[src/rtl/life_pkg.sv]
`default_nettype none
// ============================================================================
// Module   : life_pkg
// Purpose  : Shared constants, FSM state type and cell-index helper for the
//            Game of Life step engine (8x8 grid, B3/S23 rule).
// Contents : ROWS/COLS/CELLS geometry, index widths, rule thresholds,
//            state_t {IDLE, SCAN, COMMIT}, split_idx() row/column splitter.
// Revision : 1.0 - initial release
// ============================================================================
package life_pkg;

    localparam int ROWS  = 8;
    localparam int COLS  = 8;
    localparam int CELLS = ROWS * COLS;
    localparam int ROW_W = $clog2(ROWS);
    localparam int COL_W = $clog2(COLS);
    localparam int IDX_W = ROW_W + COL_W;

    // B3/S23: birth on exactly 3 neighbours, survival on 2 or 3
    localparam logic [3:0] BIRTH_N    = 4'd3;
    localparam logic [3:0] SURVIVE_LO = 4'd2;
    localparam logic [3:0] SURVIVE_HI = 4'd3;

    typedef enum logic [1:0] {
        IDLE   = 2'd0,
        SCAN   = 2'd1,
        COMMIT = 2'd2
    } state_t;

    typedef struct packed {
        logic [ROW_W-1:0] row;
        logic [COL_W-1:0] col;
    } cell_rc_t;

    // Cell index layout is row-major: upper bits select the row
    function automatic cell_rc_t split_idx(input logic [IDX_W-1:0] idx);
        cell_rc_t rc;
        rc.row = idx[IDX_W-1:COL_W];
        rc.col = idx[COL_W-1:0];
        return rc;
    endfunction

endpackage
`default_nettype wire

[src/rtl/life_neighbour_count.sv]
`default_nettype none
// ============================================================================
// Module   : life_neighbour_count
// Purpose  : Combinational count of live neighbours (0..8) of one cell of the
//            snapshot grid.
// Ports    : i_snap [CELLS-1:0]  snapshot grid, bit i = row i[5:3], col i[2:0]
//            i_idx  [IDX_W-1:0]  cell being evaluated
//            o_n    [3:0]        live neighbour count
// Options  : LIFE_TORUS_EN - neighbour coordinates wrap modulo ROWS/COLS
//            (toroidal grid); otherwise off-grid neighbours read as dead.
// Revision : 1.0 - initial release
// ============================================================================
module life_neighbour_count
    import life_pkg::*;
(
    input  logic [CELLS-1:0] i_snap,
    input  logic [IDX_W-1:0] i_idx,
    output logic [3:0]       o_n
);

    cell_rc_t   w_rc;
    logic [8:0] w_live;

    assign w_rc = split_idx(i_idx);

    // Offsets enumerated as a 3x3 window; k==4 is the cell itself
    for (genvar k = 0; k < 9; k++) begin : g_nb
        localparam int c_dr = k / 3 - 1;
        localparam int c_dc = k % 3 - 1;
        if (k == 4) begin : g_self
            assign w_live[k] = 1'b0;
        end else begin : g_off
`ifdef LIFE_TORUS_EN
            // Truncated arithmetic wraps naturally for power-of-two sizes
            logic [ROW_W-1:0] w_r;
            logic [COL_W-1:0] w_c;
            assign w_r       = w_rc.row + ROW_W'(c_dr);
            assign w_c       = w_rc.col + COL_W'(c_dc);
            assign w_live[k] = i_snap[{w_r, w_c}];
`else
            // One extra bit: -1 becomes all-ones and ROWS sets the MSB, so the
            // MSB alone flags an off-grid coordinate in either direction
            logic [ROW_W:0] w_r;
            logic [COL_W:0] w_c;
            assign w_r       = {1'b0, w_rc.row} + (ROW_W+1)'(c_dr);
            assign w_c       = {1'b0, w_rc.col} + (COL_W+1)'(c_dc);
            assign w_live[k] = ~w_r[ROW_W] & ~w_c[COL_W]
                             & i_snap[{w_r[ROW_W-1:0], w_c[COL_W-1:0]}];
`endif
        end
    end

    always_comb begin
        o_n = 4'd0;
        for (int k = 0; k < 9; k++) begin
            o_n = o_n + {3'd0, w_live[k]};
        end
    end

endmodule
`default_nettype wire

[src/rtl/life_step_engine.sv]
`default_nettype none
// ============================================================================
// Module   : life_step_engine
// Purpose  : Computes one Game of Life generation (B3/S23) of an 8x8 grid.
//            On start the grid is snapshotted, one cell is evaluated per
//            clock (64 cycles), then the result is committed with a one-cycle
//            done pulse, generation count and stable/extinct flags.
// Ports    : clka         system clock (rising edge)
//            rst          synchronous active-high reset
//            i_start      request a step (sampled only in IDLE)
//            i_clear      synchronous abort/clear, same effect as rst
//            i_grid_in    current grid, bit i = row i[5:3], col i[2:0]
//            o_grid_out   last committed generation
//            o_busy       step in progress (SCAN or COMMIT)
//            o_done       one-cycle pulse when o_grid_out updates
//            o_stable     last generation equals its predecessor
//            o_extinct    last generation is empty
//            o_gen_count  committed generations (wraps)
// Options  : LIFE_TORUS_EN - toroidal neighbourhood (see life_neighbour_count)
// Revision : 1.0 - initial release
// ============================================================================
module life_step_engine #(
    parameter int ROWS  = 8,
    parameter int COLS  = 8,
    parameter int GEN_W = 16
) (
    input  logic                   clka,
    input  logic                   rst,
    input  logic                   i_start,
    input  logic                   i_clear,
    input  logic [ROWS*COLS-1:0]   i_grid_in,
    output logic [ROWS*COLS-1:0]   o_grid_out,
    output logic                   o_busy,
    output logic                   o_done,
    output logic                   o_stable,
    output logic                   o_extinct,
    output logic [GEN_W-1:0]       o_gen_count
);

    import life_pkg::*;

    localparam int c_cells = ROWS * COLS;
    localparam int c_idx_w = $clog2(c_cells);

    state_t               r_state;
    state_t               w_state_nxt;
    logic [c_cells-1:0]   r_snap;
    logic [c_cells-1:0]   r_next;
    logic [c_idx_w-1:0]   r_idx;
    logic [c_cells-1:0]   r_grid_out;
    logic                 r_done;
    logic                 r_stable;
    logic                 r_extinct;
    logic [GEN_W-1:0]     r_gen_count;

    logic                 w_clr;
    logic [3:0]           w_n;
    logic                 w_cell_nxt;
    logic                 w_last;

    assign w_clr  = rst | i_clear;
    assign w_last = &r_idx;

    life_neighbour_count u_count (
        .i_snap (r_snap),
        .i_idx  (r_idx),
        .o_n    (w_n)
    );

    assign w_cell_nxt = (w_n == BIRTH_N)
                      | (r_snap[r_idx] & (w_n >= SURVIVE_LO) & (w_n <= SURVIVE_HI));

    // ------------------------------------------------------------------
    // State register and next-state logic
    // ------------------------------------------------------------------
    always_ff @(posedge clka) begin
        if (w_clr) begin
            r_state <= IDLE;
        end else begin
            r_state <= w_state_nxt;
        end
    end

    always_comb begin
        w_state_nxt = r_state;
        case (r_state)
            IDLE:    if (i_start) w_state_nxt = SCAN;
            SCAN:    if (w_last)  w_state_nxt = COMMIT;
            COMMIT:  w_state_nxt = IDLE;
            default: w_state_nxt = IDLE;
        endcase
    end

    // ------------------------------------------------------------------
    // Datapath
    // ------------------------------------------------------------------
    always_ff @(posedge clka) begin
        if (w_clr) begin
            r_snap      <= '0;
            r_next      <= '0;
            r_idx       <= '0;
            r_grid_out  <= '0;
            r_done      <= 1'b0;
            r_stable    <= 1'b0;
            r_extinct   <= 1'b0;
            r_gen_count <= '0;
        end else begin
            r_done <= 1'b0;
            case (r_state)
                IDLE: begin
                    if (i_start) begin
                        r_snap <= i_grid_in;
                        r_next <= '0;
                        r_idx  <= '0;
                    end
                end
                SCAN: begin
                    r_next[r_idx] <= w_cell_nxt;
                    r_idx         <= r_idx + 1'b1;
                end
                COMMIT: begin
                    r_grid_out  <= r_next;
                    r_stable    <= (r_next == r_snap);
                    r_extinct   <= (r_next == '0);
                    r_gen_count <= r_gen_count + 1'b1;
                    r_done      <= 1'b1;
                end
                default: ;
            endcase
        end
    end

    assign o_grid_out  = r_grid_out;
    assign o_busy      = (r_state != IDLE);
    assign o_done      = r_done;
    assign o_stable    = r_stable;
    assign o_extinct   = r_extinct;
    assign o_gen_count = r_gen_count;

endmodule
`default_nettype wire

[config.mk]
export PLATFORM = sky130hd
export DESIGN_NAME = life_step_engine
export DESIGN_NICKNAME = d
export VERILOG_FILES = /design/src/rtl/life_pkg.sv /design/src/rtl/life_neighbour_count.sv /design/src/rtl/life_step_engine.sv
export SDC_FILE = /design/constraint.sdc
export NUM_CORES = 1
export LEC_CHECK = 0
export CAP_MARGIN = 30
export CELL_PAD_IN_SITES_DETAIL_PLACEMENT = 1
export CELL_PAD_IN_SITES_GLOBAL_PLACEMENT = 1
export CORE_MARGIN = 5
export CORE_UTILIZATION = 30
export DETAILED_ROUTE_END_ITERATION = 8
export PLACE_DENSITY_LB_ADDON = 0.1
export SYNTH_ARGS = -nofsm -noshare
export SYNTH_HDL_FRONTEND = slang
export SYNTH_SLANG_ARGS = --single-unit
[constraint.sdc]
create_clock -name clka -period 15.4 [get_ports clka]
set_input_delay 3.08 -clock clka [delete_from_list [all_inputs] [get_ports clka]]
set_output_delay 3.08 -clock clka [all_outputs]
set_load 0.01 [all_outputs]
==> results of run 1 <==
## worst max-delay path: stages (launching register included)
cell and delay (ns):
dfxtp_2 0.35, buf_4 0.69, ha_1 0.43, xor2_4 0.41, mux4_2 0.64, and2_1 0.19, a2111oi_0 0.38, a211oi_1 0.16
fa_1 0.51, fa_1 0.52, fa_1 0.48, fa_1 0.41, nor2_1 0.10, nand3_1 0.08, a21o_1 0.40, nor3_1 0.81
a22oi_1 0.20, o22ai_1 0.16
## synthesized netlist by cell type (3+ instances only)
cell       instances
mux2_4             4
o32ai_1            3
o31ai_1            3
ha_1               8
buf_2              7
or3_1              4
o221ai_1           3
a41oi_1            6
nor2b_1            7
a22oi_1           11
buf_4              7
a31oi_1           14
nand3b_1           3
mux4_2            27
nand3_1           73
a21oi_1          147
a211oi_1           5
o22ai_1           11
nor2_1            62
mux2_2             9
o21ai_0           20
nor3b_1            4
xor2_1            20
o211ai_1           3
dfxtp_1          219
o2111ai_1          3
clkbuf_1          69
and2_1             4
buf_6              4
nand4_1           19
nand2_1          365
xnor2_1           43
fa_1               4
o21ai_1           49
mux2_1             6
nand2b_1          15
inv_1             25
nor3_1            23
and3_1            13
nor4_1            23
mux2i_1           46
buf_1              5
## state kept, by name (all words and copies together), names as in the netlist
| name | cells |
|---|---|
| o_grid_out | 64 |
| r_next | 64 |
| r_snap | 64 |
| o_gen_count | 16 |
| r_idx | 6 |
| r_state | 2 |
| o_done | 1 |
| o_extinct | 1 |
| o_stable | 1 |
## layer usage
metal / GRT usage, % / wire length (um) / part of all wire, %
met1: 30.3 / 21500 / 46
met2: 34.4 / 20800 / 45
met3: 2.57 / 2580 / 5.6
met4: 7.11 / 1560 / 3.4
met5: 0 / 0 / 0
## through the flow
step,instance area (sq um),utilization (%)
finish,14200,37.7
detailed placement,13400,35.6
CTS,14200,37.7
floorplan,11500,-
global route,14200,37.7
global placement,13400,35.5
## final timing paths
| check | from | to |
|---|---|---|
| max | r_idx[0]$_SDFFE_PP0P_ | r_next[3]$_SDFFE_PP0P_ |
| min | o_grid_out[5]$_SDFFE_PP0P_ | o_grid_out[5]$_SDFFE_PP0P_ |
| max reg2reg | r_idx[0]$_SDFFE_PP0P_ | r_next[3]$_SDFFE_PP0P_ |
| min reg2reg | o_grid_out[5]$_SDFFE_PP0P_ | o_grid_out[5]$_SDFFE_PP0P_ |
## where the power goes
part | switching [W] | internal (W)
clock network | 0.000251 | 0.000324
logic | 0.0000479 | 0.0000374
registers | 0.0000116 | 0.000572
## cells by family (layout without fill, tap and decap cells)
logic type	Yosys count	count (layout)	share of synthesized area, %
AO/OA/AOI/OAI	296	296	14.9
XOR/XNOR	65	65	5.20
adder cells (fa/ha/maj)	12	12	1.57
buffers and inverters	122	251	4.85
flip-flops	219	219	38.3
multiplexers	92	92	11.3
AND/OR/NAND/NOR	621	621	23.8
## area by class of cell
type                            instances  share of cell area (%)
Multi-Input combinational cell       1086                    46.3
Tap cell                              511                    4.51
Timing Repair Buffer                  177                    12.1
Inverter                               28                   0.741
Sequential cell                       219                    30.9
Clock buffer                           34                    5.01
Clock inverter                         12                   0.529
==> metrics, run 1 <==
first-pass GRT wire length 70000 um; total power between 0.001 and 0.0015 W; clock transition at the registers of the reported paths 0.07 ns; Critical Path RT 15.88 ns; Initial Util 30.4%; # placed instances 2021; WL/cell 22.4 um; CTS Hold Bufs 0; pwr dens 87.7 nW/um^2; Final period util 45.5%; vias in the first global route 11200; DR vias 11000; Clock Sinks 219; cell row count 71; most common cell after layout, fill and taps aside nand2_1; hold crit path type register to register; root buffer cell clkbuf_16; Fillers 4551; initial DRC count 648; CTS H-Tree Depth 1; Area Overhead vs Synth 23.9%; top cells by area, synth dfxtp_1 38%, nand2_1 12%, a21oi_1 6.4%; Worst VDD drop 0.0569 mV; Worst Tran Pin Value around 0.90 ns; CP max FO 62; WHS 0.451 ns; Post-synth ARST share 0%; Total Wirelength 46400 um; hold path depth 2; post-synth cell types 66; antenna cells 0; Main synth FF type dfxtp_1; die width 205 um; Worst Reg-to-Reg Cells 17; multi-input combinational cell area 6560 sq um; Syn. warnings 0; Crit Path Category register to register; largest net degree at the start of global routing 73; Die Height 205 um; Mean Syn Cell Area 8.03 sq um; critical path endpoint category register; Syn Inst Count 1427; antenna-violating nets left 0; IO Count around 150; share of the synthesized area in the top cell type a little under two fifths; Remaining DRCs 0; leakage 4.53 nW; gpl congestion 0.923; fmax about 140 MHz; core outline area 37700 sq um; Final Hold Vio Count 0; post-CTS setup buffer count 0; CTS max path bufs 3; # setup viols final 0; most frequent cells in the layout 364 x nand2_1, 218 x dfxtp_1, 151 x clkdlybuf4s50_1; post-DP HPWL about 35000 um; number of synthesized flops with an enable pin 0; element type at the critical path start register; worst skew pair latency 0.55 ns; CTS tree done; #FFs+latches synth between 200 and 250; port bufs 151; drt first pass iters 5; Max Cap Violations 0; Post-Syn Area 11500 sq um; final slew viol count 0; share of layout cells above drive strength 1 8.10%; CP arrival 7.49 ns; Final WS setup 8.39 ns; Post-Layout Cell Count around 2100; FF/Latch Area about 4400 sq um; antenna violations before repair 0; CTS Buf Count 26; Syn Nets 1507; die area ~42000 sq um; Tmin final 7.01 ns; Slew HR 40.0%; sequential share of the synthesized area 38.3%; fin nets 1618; R2R setup slack about 8.4 ns; All-Layer GR Usage 21.5%; status completed; dominant cell type by area after synthesis dfxtp_1; pre-CTS setup slack 8.45 ns; clock skew 0.0143 ns; setup tns final 0 ns; GRT overflow 0; post-CTS resize count 0; unrepaired setup endpoints after global routing false; number of vias per cell 5.32
Note: power is estimated with default switching activity, not from simulation.
==> inputs of run 2 (changes only) <==
- clock period: 15.4 -> 5.9 ns (I/O delays scaled with it)
==> run 2 against run 1 <==
  * Via count grew 1.5%
  * Sequential share of layout area decreased by 0.84 points
  * Power grew to 2.7 times the previous value
  * Sequential power rose to 2.6 times the previous value
  * Clock skew rose by 0.026 ns
  * Combinational power grew to 2.7 times the previous value
  * Cell area is 2.8% higher
  * Worst hold slack better by 0.00060 ns
  * Clock-buffer cell count is the same
  * Register-to-register slack got worse by 8.0 ns
  * Die area unchanged
  * Critical path type unchanged
==> metrics, run 2 (synthesis results as in run 1) <==
die width 205 um (unchanged); status completed (unchanged); most frequent cells in the layout 364 x nand2_1, 218 x dfxtp_1, 151 x clkdlybuf4s50_1 (unchanged); Initial Util 30.4% (unchanged); Remaining DRCs 0 (unchanged); WL/cell 22.5 um (was 22.4 um); CTS Buf Count 26 (unchanged); Area Overhead vs Synth 27.3% (was 23.9%); hold wc startpoint o_stable$_SDFFE_PP0P_ (was o_grid_out[5]$_SDFFE_PP0P_); unrepaired setup endpoints after global routing false (unchanged); final slew viol count 0 (unchanged); pwr dens 230 nW/um^2 (was 87.7 nW/um^2); die area 42200 sq um (unchanged); CP max FO 8 (was 62); combinational group share of total power 6.9% (about the same); Reg2Reg Launch Point r_idx[0]$_SDFFE_PP0P_ (unchanged); Max Cap Violations 0 (unchanged); hold crit path type register to register (unchanged); worst skew pair latency 0.56 ns (was 0.55 ns); setup tns final 0 ns (unchanged); antenna-violating nets left 0 (unchanged); critical path endpoint category register (unchanged); Worst VDD drop 0.138 mV (was 0.0569 mV); Final period util 93.8% (was 45.5%); gpl congestion 0.926 (was 0.923); Critical Path RT 6.35 ns (was 15.88 ns); number of vias per cell 5.31 (was 5.32); element type at the critical path start register (unchanged); P_int 0.00253 W (was 0.000934 W); clock transition at the registers of the reported paths 0.06 ns (was 0.07 ns); Worst Reg-to-Reg Cells 21 (was 17); Clock Sinks 219 (unchanged); CTS H-Tree Depth 1 (unchanged); fmax 181 MHz (was 143 MHz); post-DP HPWL 36500 um (was 35400 um); Tmin final 5.53 ns (was 7.01 ns); Total Wirelength 47300 um (was 46400 um); FF/Latch Area 4390 sq um (unchanged); Fillers 4545 (was 4551); DR vias 11200 (was 11000); Clk network pwr share 47.8% (was 46.2%); Die Height 205 um (unchanged); r2r endpoint r_next[0]$_SDFFE_PP0P_ (was r_next[3]$_SDFFE_PP0P_); Sw Pwr 0.000830 W (was 0.000310 W); # setup viols final 0 (unchanged); GRT overflow 0 (unchanged); drt first pass iters 5 (unchanged); CTS max path bufs 3 (unchanged); most common cell after layout, fill and taps aside nand2_1 (unchanged); Final Hold Vio Count 0 (unchanged); sw frac 24.7% (was 24.9%); R2R setup slack 0.37 ns (was 8.39 ns); Slew HR 44.2% (was 40.0%); multi-input combinational cell area 6570 sq um (was 6560 sq um); CP arrival 5.99 ns (was 7.49 ns); largest net degree at the start of global routing 79 (was 73); root buffer cell clkbuf_16 (unchanged); hold path depth 2 (unchanged); antenna violations before repair 0 (unchanged); antenna cells 0 (unchanged); core outline area 37700 sq um (unchanged); fin nets 1651 (was 1618); leakage 4.71 nW (was 4.53 nW); initial DRC count 588 (was 648); CTS Hold Bufs 0 (unchanged); IO Count 152 (unchanged); vias in the first global route 11200 (about the same); first-pass GRT wire length 71100 um (was 70000 um); DP Area 13700 sq um (was 13400 sq um); cell row count 71 (unchanged); All-Layer GR Usage 21.9% (was 21.5%); CTS tree done (unchanged); Crit Path Category register to register (unchanged); clock skew 0.0404 ns (was 0.0143 ns); Worst Tran Pin Value 0.837 ns (was 0.896 ns); Hold EP o_stable$_SDFFE_PP0P_ (was o_grid_out[5]$_SDFFE_PP0P_); port bufs 151 (unchanged); post-route cell area 14600 sq um (was 14200 sq um); share of layout cells above drive strength 1 10.5% (was 8.10%); Reg power frac 45.4% (was 46.9%)
run 2: changes by cell type in the layout (fill, tap and decap cells not counted), sizes merged:
cell	delta
buf	+32
clkinv	-5
clkinvlp	+5
bufinv	+1
clkbuf	+1
inv	+1
run 2: through the flow:
| stage | util, % | std cells | hold slack [ns] | worst slack (ns) | total power [W] |
|---|---|---|---|---|---|
| final | 38.7 | 2102 | 0.451 | 0.365 | 0.00336 |
| after CTS | 38.6 | 2101 | 0.457 | 0.267 | 0.00341 |
| after global routing | 38.7 | 2102 | 0.474 | 0.0555 | 0.00349 |
| after detailed placement | 36.3 | 2053 | 0.449 | 0.254 | 0.00179 |
| after global placement | 36.3 | 2051 | 0.444 | 0.342 | 0.00178 |
| after floorplan | - | 1427 | 0.449 | 0.180 | 0.00167 |
run 2: cell type report:
cell class,instances,area share [%]
tap,511,4.38
timing repair buffer,210,13.8
clock buffer,34,5.08
multi-input combinational,1086,45.1
sequential,219,30.1
inverter,28,0.721
clock inverter,14,0.858
run 2: worst max-delay path, stage by stage, from the launching register on:
cell and delay, ns:
dfxtp_2 0.44, inv_2 0.06, ha_1 0.32, inv_2 0.20
buf_4 0.18, mux4_2 0.54, o2111ai_1 0.21, a31o_1 0.17
nand3_1 0.08, ha_1 0.28, inv_1 0.05, fa_1 0.50
fa_1 0.52, fa_1 0.48, fa_1 0.41, nor2_1 0.10
nand3_1 0.08, a21o_1 0.21, nor3_2 0.17, buf_4 0.19
a22oi_1 0.09, o21ai_1 0.15
run 2: how the worst max path moves through the flow:
stage | slack, ns | to | cells past startpoint | from
6_report | 0.37 | r_next[0]$_SDFFE_PP0P_ | 21 | r_idx[0]$_SDFFE_PP0P_
5_1_grt | 0.06 | r_next[22]$_SDFFE_PP0P_ | 18 | r_idx[0]$_SDFFE_PP0P_
4_1_cts | 0.27 | r_next[27]$_SDFFE_PP0P_ | 18 | r_idx[0]$_SDFFE_PP0P_
3_5_place_dp | 0.25 | r_next[54]$_SDFFE_PP0P_ | 18 | r_idx[0]$_SDFFE_PP0P_
3_3_place_gp | 0.34 | r_next[63]$_SDFFE_PP0P_ | 18 | r_idx[0]$_SDFFE_PP0P_
2_1_floorplan | 0.18 | r_next[54]$_SDFFE_PP0P_ | 23 | r_idx[0]$_SDFFE_PP0P_
run 2: routing by layer:
layer / routed length (um) / global-route usage [%] / up-vias
met5: 0 / 0 / -
met4: 1330 / 6.24 / 0
met3: 2550 / 3.17 / 72
met2: 21500 / 34.9 / 310
met1: 21900 / 30.9 / 5480
li1: - / - / 5290
run 2: power by group through the flow:
stage / logic [W] / registers [W] / clock network (W)
detailed placement: 0.000231 / 0.00156 / 0
global placement: 0.000228 / 0.00156 / 0
CTS: 0.000231 / 0.00152 / 0.00165
floorplan: 0.000132 / 0.00154 / 0
finish: 0.000230 / 0.00152 / 0.00161
global route: 0.000251 / 0.00152 / 0.00172
run 2: what timing repair did:
action,in CTS,in global routing
buffers inserted,0,0
setup endpoints to repair,0,41
hold endpoints to repair,0,0
resized for setup,0,5
